--- config.mk ---
export PLATFORM = sky130hd
export DESIGN_NAME = weighted_rr_arbiter
export DESIGN_NICKNAME = d
export VERILOG_FILES = /design/src/rtl/weighted_rr_arbiter.sv
export SDC_FILE = /design/constraint.sdc
export NUM_CORES = 1
export LEC_CHECK = 0
export ABC_CLOCK_PERIOD_IN_PS = 4800
export BUFFER_PORTS_ARGS = -buffer_cell sky130_fd_sc_hd__buf_2
export CAP_MARGIN = 20
export CELL_PAD_IN_SITES_DETAIL_PLACEMENT = 1
export CELL_PAD_IN_SITES_GLOBAL_PLACEMENT = 1
export CORE_MARGIN = 10
export CORE_UTILIZATION = 38
export DETAILED_ROUTE_END_ITERATION = 10
export MAX_ROUTING_LAYER = met4
export PLACE_DENSITY_LB_ADDON = 0.1
export SYNTH_ARGS = -nofsm -noshare
export SYNTH_HDL_FRONTEND = slang
export SYNTH_SLANG_ARGS = --single-unit
--- constraint.sdc ---
create_clock -name clk -period 4.8 [get_ports clk]
set_clock_uncertainty 0.05 [all_clocks]
set_input_delay 0.72 -clock clk [delete_from_list [all_inputs] [get_ports clk]]
set_output_delay 0.72 -clock clk [all_outputs]
set_load 0.005 [all_outputs]
--- src/rtl/weighted_rr_arbiter.sv ---
// weighted_rr_arbiter: weighted round-robin arbiter with registered one-hot grant and per-beat credit (optional lock input via WRR_ARB_LOCK_EN)
module weighted_rr_arbiter #(
    parameter int NUM_REQ  = 4,
    parameter int WEIGHT_W = 4
) (
    input  logic                         clk,
    input  logic                         rstn,
    input  logic [NUM_REQ-1:0]           request,
    input  logic [NUM_REQ*WEIGHT_W-1:0]  weight,
    input  logic                         ack,
`ifdef WRR_ARB_LOCK_EN
    input  logic [NUM_REQ-1:0]           lock,
`endif
    output logic [NUM_REQ-1:0]           grant,
    output logic                         grant_valid,
    output logic [$clog2(NUM_REQ)-1:0]   grant_id,
    output logic [WEIGHT_W-1:0]          credit
);
    localparam int ID_W = $clog2(NUM_REQ);

    typedef enum logic {IDLE, BUSY} state_t;

    state_t              state;
    logic [NUM_REQ-1:0]  base;
    logic [NUM_REQ-1:0]  base_next;
    logic [NUM_REQ-1:0]  rot_grant;
    logic [NUM_REQ-1:0]  sel;
    logic [ID_W-1:0]     sel_id;
    logic [WEIGHT_W-1:0] sel_w;
    logic [WEIGHT_W-1:0] eff_w;
    logic [2*NUM_REQ-1:0] dbl;
    logic [2*NUM_REQ-1:0] dsel;
    logic                last_beat;
    logic                abort;
    logic                rel;

    assign grant_valid = |grant;
    assign rot_grant   = {grant[NUM_REQ-2:0], grant[NUM_REQ-1]};

    // release decision for the current turn: abort on dropped request, or final acked beat
    always_comb begin
        abort = (state == BUSY) && !request[grant_id];
`ifdef WRR_ARB_LOCK_EN
        last_beat = (state == BUSY) && ack && (credit == WEIGHT_W'(1)) && !lock[grant_id];
`else
        last_beat = (state == BUSY) && ack && (credit == WEIGHT_W'(1));
`endif
        rel = abort || last_beat;
        base_next = rel ? rot_grant : base;
    end

    // priority pick starting at the one-hot base, wrapping upward; doubled vector handles the wrap
    always_comb begin
        dbl  = {request, request};
        dsel = dbl & ~(dbl - {{NUM_REQ{1'b0}}, base_next});
        sel  = dsel[NUM_REQ-1:0] | dsel[2*NUM_REQ-1:NUM_REQ];
        sel_id = '0;
        for (int i = 0; i < NUM_REQ; i++)
            if (sel[i]) sel_id = ID_W'(i);
        sel_w = weight[sel_id*WEIGHT_W +: WEIGHT_W];
        eff_w = (sel_w == '0) ? WEIGHT_W'(1) : sel_w;
    end

    // arbitration state machine: load on idle request, count beats, rotate and reload on release
    always_ff @(posedge clk or negedge rstn) begin
        if (!rstn) begin
            state    <= IDLE;
            base     <= NUM_REQ'(1);
            grant    <= '0;
            grant_id <= '0;
            credit   <= '0;
        end else if (state == IDLE) begin
            if (|request) begin
                state    <= BUSY;
                grant    <= sel;
                grant_id <= sel_id;
                credit   <= eff_w;
            end
        end else if (rel) begin
            base <= rot_grant;
            if (|sel) begin
                grant    <= sel;
                grant_id <= sel_id;
                credit   <= eff_w;
            end else begin
                state    <= IDLE;
                grant    <= '0;
                grant_id <= '0;
                credit   <= '0;
            end
        end else if (ack && credit > WEIGHT_W'(1)) begin
            credit <= credit - WEIGHT_W'(1);
        end
    end
endmodule

==> impl_metrics.yaml, run 1 <==
die:
  fp.dieArea_sq_mm: 0.00582
  ioPinCount: 34
  core_sq_mm: 0.00305
  die_w_um: 76.3
  fp.dieH_um: 76.3
  start_util_pct: 39.4
  row_count: 20
route:
  drc: 0
  drtPass1Iterations: 6
  initialDrtViolationCount: 38
  via_per_inst: 5.48
  ant_nets: 0
  vias: 1173
  drt_wl_total_mm: 3.47
  wl_per_cell_um: 16.2
yosys:
  syn-cell-area_sq_mm: 0.00120
  synth_nets: 165
  synth-seq-area-share_pct: 31.3
  synth_cells: 135
  ys_ff_latch: 15
  yosys_warnings: 0
  yosys_most_used_dff: "dfrtp_1"
  async_reset_ff_share_pct: 100
  synthDistinctLibCells: 42
  synth_edf_count: 0
  avgSynthCellArea_sq_um: 8.92
worst_setup_path:
  cp_max_fo: 8
  critPathCaptureType: "flip-flop"
  rrSetupSlack_ns: 0.69
  crit_arrival_ns: 4.34
  worstSetupPathType: "in -> reg"
  critPathLaunchType: "primary input"
  r2r_start: "grant_id[1]"
  worstPathRequired_ns: 4.93
  crit_start: "request[0]"
cells_and_area:
  drive_gt1_share_pct: 31.8
  final_common_cell: "buf_2"
  area_delta_synth_final_pct: 19.3
  nets: 201
  layout_common_cells: "buf_2 (33), dfrtp_1 (14), nor2_1 (13)"
  num_antenna_cells: 0
sta:
  slew_headroom_pct: 62.4
  whs_ns: 0.258
  fin_crit_ns: 4.21
  tightestPinTransition_ns: 0.559
  finalSetupViolations: 0
  fin_setup_tns_ns: 0
  hold_violations: 0
  post-route-period-util_pct: 87.6
  rsz0062_at_grt: "false"
  fmax_mhz: 238
  drv_slew: 0
cts:
  cts_buffers: 3
  cts_resized: 0
  ctsLongestPathBuffers: 2
  clk-insertion-delay-late_ns: 0.29
  htreeDepth: 1
  post_cts_buffers: 0
  cts_root_buffer: "clkbuf_4"
  cts_hold_buf: 0
  path_clk_slew_ns: 0.10
  clkSinkCount: 15
  tritoncts: "yes"
global_routing:
  overflow: 0
  grt_pass1_vias: 1287
  grt_antenna_before_repair: 0
  grt_max_degree: 16
  grt_util_all_layers_pct: 12.5
  grt_first_pass_wirelength_mm: 5.98
power_and_ir_drop:
  p_per_area_mw_per_mm2: 710
  ir_worst_vdd_mv: 0.233
  leakage_nw: 0.687
min_path:
  min_path_type: "in -> async"
place:
  gp_congestion: 0.935
  dpl.hpwl_mm: 3.00
  portBuffers: 33
status:
  status: "finished, final reports clean"
run:
  cap_violations: 0
[critical path, stage by stage]
cell and delay, ns:
buf_2 0.14, mux4_2 0.53, a21boi_4 0.31, mux2_2 0.41, fa_1 0.44, nor2b_1 0.12
o21ai_0 0.10, a31oi_1 0.42, nand2b_1 0.38, nand2_1 0.09, or4_4 0.44, a31oi_1 0.18
nor2_1 0.05
[synthesized netlist by cell type, types with 2 or more instances]
library cell,instances,area (sq um)
nor3_1,8,40.0
o211a_1,3,30.0
o21ai_0,12,60.1
mux2i_1,4,40.0
nand2_1,9,33.8
mux2_2,8,90.1
nor2_1,13,48.8
a21oi_1,5,25.0
o22ai_1,2,12.5
o21a_1,2,15.0
dfrtp_1,14,350
nand2b_1,2,12.5
ha_1,6,75.1
inv_1,11,41.3
nand3_1,4,20.0
a31oi_1,6,37.5
[metal layers]
metal,vias to the layer above,GRT usage (%),wire length [um]
met5,-,-,0
met4,0,6.51,81
met3,8,1.42,105
met2,31,19.6,1610
met1,567,15.3,1670
li1,567,-,-
[layout make-up]
cell class / instances / area, sq um
multi-input cells: 106 / 761
inverters: 11 / 41.3
well taps: 44 / 55.1
fillers: 399 / 1620
clock inverters: 1 / 7.51
clock buffers: 3 / 22.5
flip-flops and latches: 15 / 377
repair buffers: 34 / 173
[worst paths after layout]
kind	to	depth (start not counted)
worst max-delay path	credit[1]	13
worst min-delay path	grant[1]	1
worst max register to register	credit[1]	12
worst min register to register	base[3]	1
max in group asynchronous	base[0]	1
min in group clk	base[3]	1
[per-stage QoR]
step / utilization (%) / instances / area [sq um] / total power (W) / setup slack [ns]
3_5_place_dp: 46.1 / 210 / 1410 / 0.000953 / 0.306
4_1_cts: 47.0 / 214 / 1440 / 0.00103 / 0.606
3_3_place_gp: 46.1 / 210 / 1410 / 0.000933 / 0.343
6_report: 47.0 / 214 / 1440 / 0.00102 / 0.593
5_1_grt: 47.0 / 214 / 1440 / 0.00113 / 0.347
2_1_floorplan: - / 135 / 1200 / 0.000762 / 0.420
[registers in the layout (all words and copies together) (netlist names)]
| register | cells |
|---|---|
| credit | 4 |
| grant_id | 2 |
| grant | 4 |
| state | 1 |
| base | 4 |
[report_power, final]
part	leakage (nW)	switching [W]	total (W)	internal, W
Clock	0.0139	0.0000442	0.0000758	0.0000317
Combinational	0.493	0.000389	0.000701	0.000312
Sequential	0.180	0.0000535	0.000243	0.000189
Total	0.687	0.000487	0.00102	0.000533
[cell families (layout without fill, tap and decap cells)]
| logic type | after synthesis | count (layout) | synth area share (%) |
|---|---|---|---|
| simple gates | 45 | 45 | 19.0 |
| compound gates | 40 | 40 | 22.9 |
| flops | 15 | 15 | 31.3 |
| buf+inv | 14 | 49 | 5.51 |
| mux | 13 | 13 | 12.7 |
| fa+ha+maj | 7 | 7 | 7.90 |
| xor+xnor | 1 | 1 | 0.728 |
Power figures use the tool's default switching activity.
==> run 2, diff against run 1 <==
CELL_PAD_IN_SITES_DETAIL_PLACEMENT = 2   (was 1)
CELL_PAD_IN_SITES_GLOBAL_PLACEMENT = 2   (was 1)
CORE_UTILIZATION = 30   (was 38)
MAX_ROUTING_LAYER = unset   (was met4)
==> run 2 against run 1 <==
  * Wire length is 22% higher
  * Combinational power is 3.4% higher
  * Via count is 2.2% higher
  * Core utilization is 8.4 points lower
  * Critical path type unchanged
  * Cell count is 1.9% higher
  * Global-route usage is 0.15 points lower
  * Highest routed layer unchanged
  * Worst hold slack better by 0.051 ns
  * Maximum frequency is 0.88% lower
  * Flip-flop and latch count stayed put
  * Sequential power is 2% higher
==> impl_metrics.yaml, run 2 (same netlist as run 1, synthesis figures left out) <==
route:
  initialDrtViolationCount: 43
  drc: 0
  ant_nets: 0
  drt_wl_total_mm: 4.24
  vias: 1199
  wl_per_cell_um: 19.5
  drtPass1Iterations: 4
  via_per_inst: 5.50
cells_and_area:
  reg_top3: "base x4, credit x4, grant x4"
  nFillCells: 439
  nets: 201
  area_delta_synth_final_pct: 21.0
  regArea_sq_um: 377
  num_antenna_cells: 0
  layout_common_cells: "buf_2 (33), dfrtp_1 (14), nor2_1 (13)"
  final_core_util_pct: 38.6
  drive_gt1_share_pct: 31.2
  multiInputGateArea_sq_um: 761
  final_common_cell: "buf_2"
cts:
  path_clk_slew_ns: 0.07
  cts_buffers: 3
  clk-insertion-delay-late_ns: 0.25
  post_cts_buffers: 0
  cts_root_buffer: "clkbuf_8"
  cts_resized: 0
  clkSinkCount: 15
  ctsLongestPathBuffers: 2
  tritoncts: "yes"
  htreeDepth: 1
  cts_hold_buf: 0
sta:
  fin_crit_ns: 4.24
  fmax_mhz: 236
  tightestPinTransition_ns: 0.584
  slew_headroom_pct: 60.7
  rsz0062_at_grt: "false"
  finalSetupViolations: 0
  post-route-period-util_pct: 88.4
  drv_slew: 0
  fin_ws_ns: 0.556
  fin_setup_tns_ns: 0
  hold_violations: 0
worst_setup_path:
  worstSetupPathType: "in -> reg"
  crit_arrival_ns: 4.34
  worst_path_most_repeated_cell: "a31oi_1"
  cp_max_fo: 8
  slowest_stage: "mux4_2"
  path_cells: "buf_2, mux4_2, a21boi_4, mux2_2, fa_1, nor2b_1, o21ai_0, a31oi_1, nand2b_1, nand2_1, or4_4, a31oi_1, nor2_1"
  critPathCaptureType: "flip-flop"
  cpPeakStageDelay_ns: 0.53
  worstPathRequired_ns: 4.89
  critPathLaunchType: "primary input"
die:
  start_util_pct: 31.9
  ioPinCount: 34
  fp.dieArea_sq_mm: 0.00695
  core_sq_mm: 0.00377
  row_count: 22
  fp.dieH_um: 83.3
  die_w_um: 83.3
power_and_ir_drop:
  sw_frac_of_total_pct: 48.1
  combPwrFrac_pct: 67.1
  leakage_nw: 0.696
  ir_worst_vdd_mv: 0.216
  p_int_w: 0.000560
  pwr-share-seq_pct: 22.9
  pwr-share-clk_pct: 10.0
  p_per_area_mw_per_mm2: 741
  p_sw_w: 0.000520
global_routing:
  grt_util_all_layers_pct: 12.3
  overflow: 0
  grt_pass1_vias: 1412
  grt_first_pass_wirelength_mm: 7.36
  grt_max_degree: 16
  grt_antenna_before_repair: 0
status:
  status: "finished, final reports clean"
place:
  place_ws_ns: 0.265
  gp_congestion: 0.808
  dpl.hpwl_mm: 3.51
  portBuffers: 33
min_path:
  min_path_type: "in -> async"
run:
  cap_violations: 0
## run 2: cell types whose count changed in the layout (fill, tap and decap cells not counted)
cell / before / now
clkbuf_8: 0 / 3
clkbuf_1: 0 / 1
clkbuf_4: 3 / 0
clkinvlp_4: 1 / 0
## run 2: area by class of cell
cell class / instances / share of cell area (%)
Timing Repair Buffer: 34 / 11.9
Multi-Input combinational cell: 106 / 52.2
Inverter: 11 / 2.84
Clock buffer: 4 / 3.09
Sequential cell: 15 / 25.9
Tap cell: 48 / 4.12
## run 2: final timing paths
| check | slack [ns] | cells after the start | start | endpoint |
|---|---|---|---|---|
| worst max-delay path | 0.56 | 13 | request[1] | credit[1] |
| worst min-delay path | 0.31 | 1 | rstn | grant[3] |
| worst max register to register | 0.70 | 12 | grant_id[1] | credit[1] |
| worst min register to register | 0.47 | 1 | base[3] | base[3] |
| max in group asynchronous | 4.09 | 1 | rstn | base[0] |
| min in group clk | 0.47 | 1 | base[3] | base[3] |
## run 2: critical path: cells and delay by family
| kind | cells | cell delay, ns |
|---|---|---|
| multiplexers | 2 | 0.94 |
| AO/OA/AOI/OAI | 4 | 0.98 |
| AND/OR/NAND/NOR | 5 | 1.10 |
| adder cells (fa/ha/maj) | 1 | 0.45 |
| buffers and inverters | 1 | 0.14 |
## run 2: routing by layer
layer	track usage (%)	wire, um	up-vias
li1	-	-	565
met5	0	0	-
met1	15.0	1940	600
met2	21.2	2080	27
met3	2.05	158	7
met4	4.00	58	0
## run 2: power groups by stage
stage / Combinational [W] / Clock [W] / Sequential [W]
after floorplan: 0.000526 / 0 / 0.000236
after global placement: 0.000695 / 0 / 0.000248
after detailed placement: 0.000723 / 0 / 0.000251
after CTS: 0.000734 / 0.000109 / 0.000250
after global routing: 0.000824 / 0.000113 / 0.000260
final: 0.000725 / 0.000108 / 0.000247
## run 2: through the flow
step                      cell area (sq um)  cells  hold WS [ns]  power, W
after floorplan                        1200    135         0.374  0.000762
after global placement                 1410    214         0.435  0.000943
after detailed placement               1410    214         0.447  0.000974
after CTS                              1460    218         0.326   0.00109
after global routing                   1460    218         0.342   0.00120
final                                  1460    218         0.309   0.00108
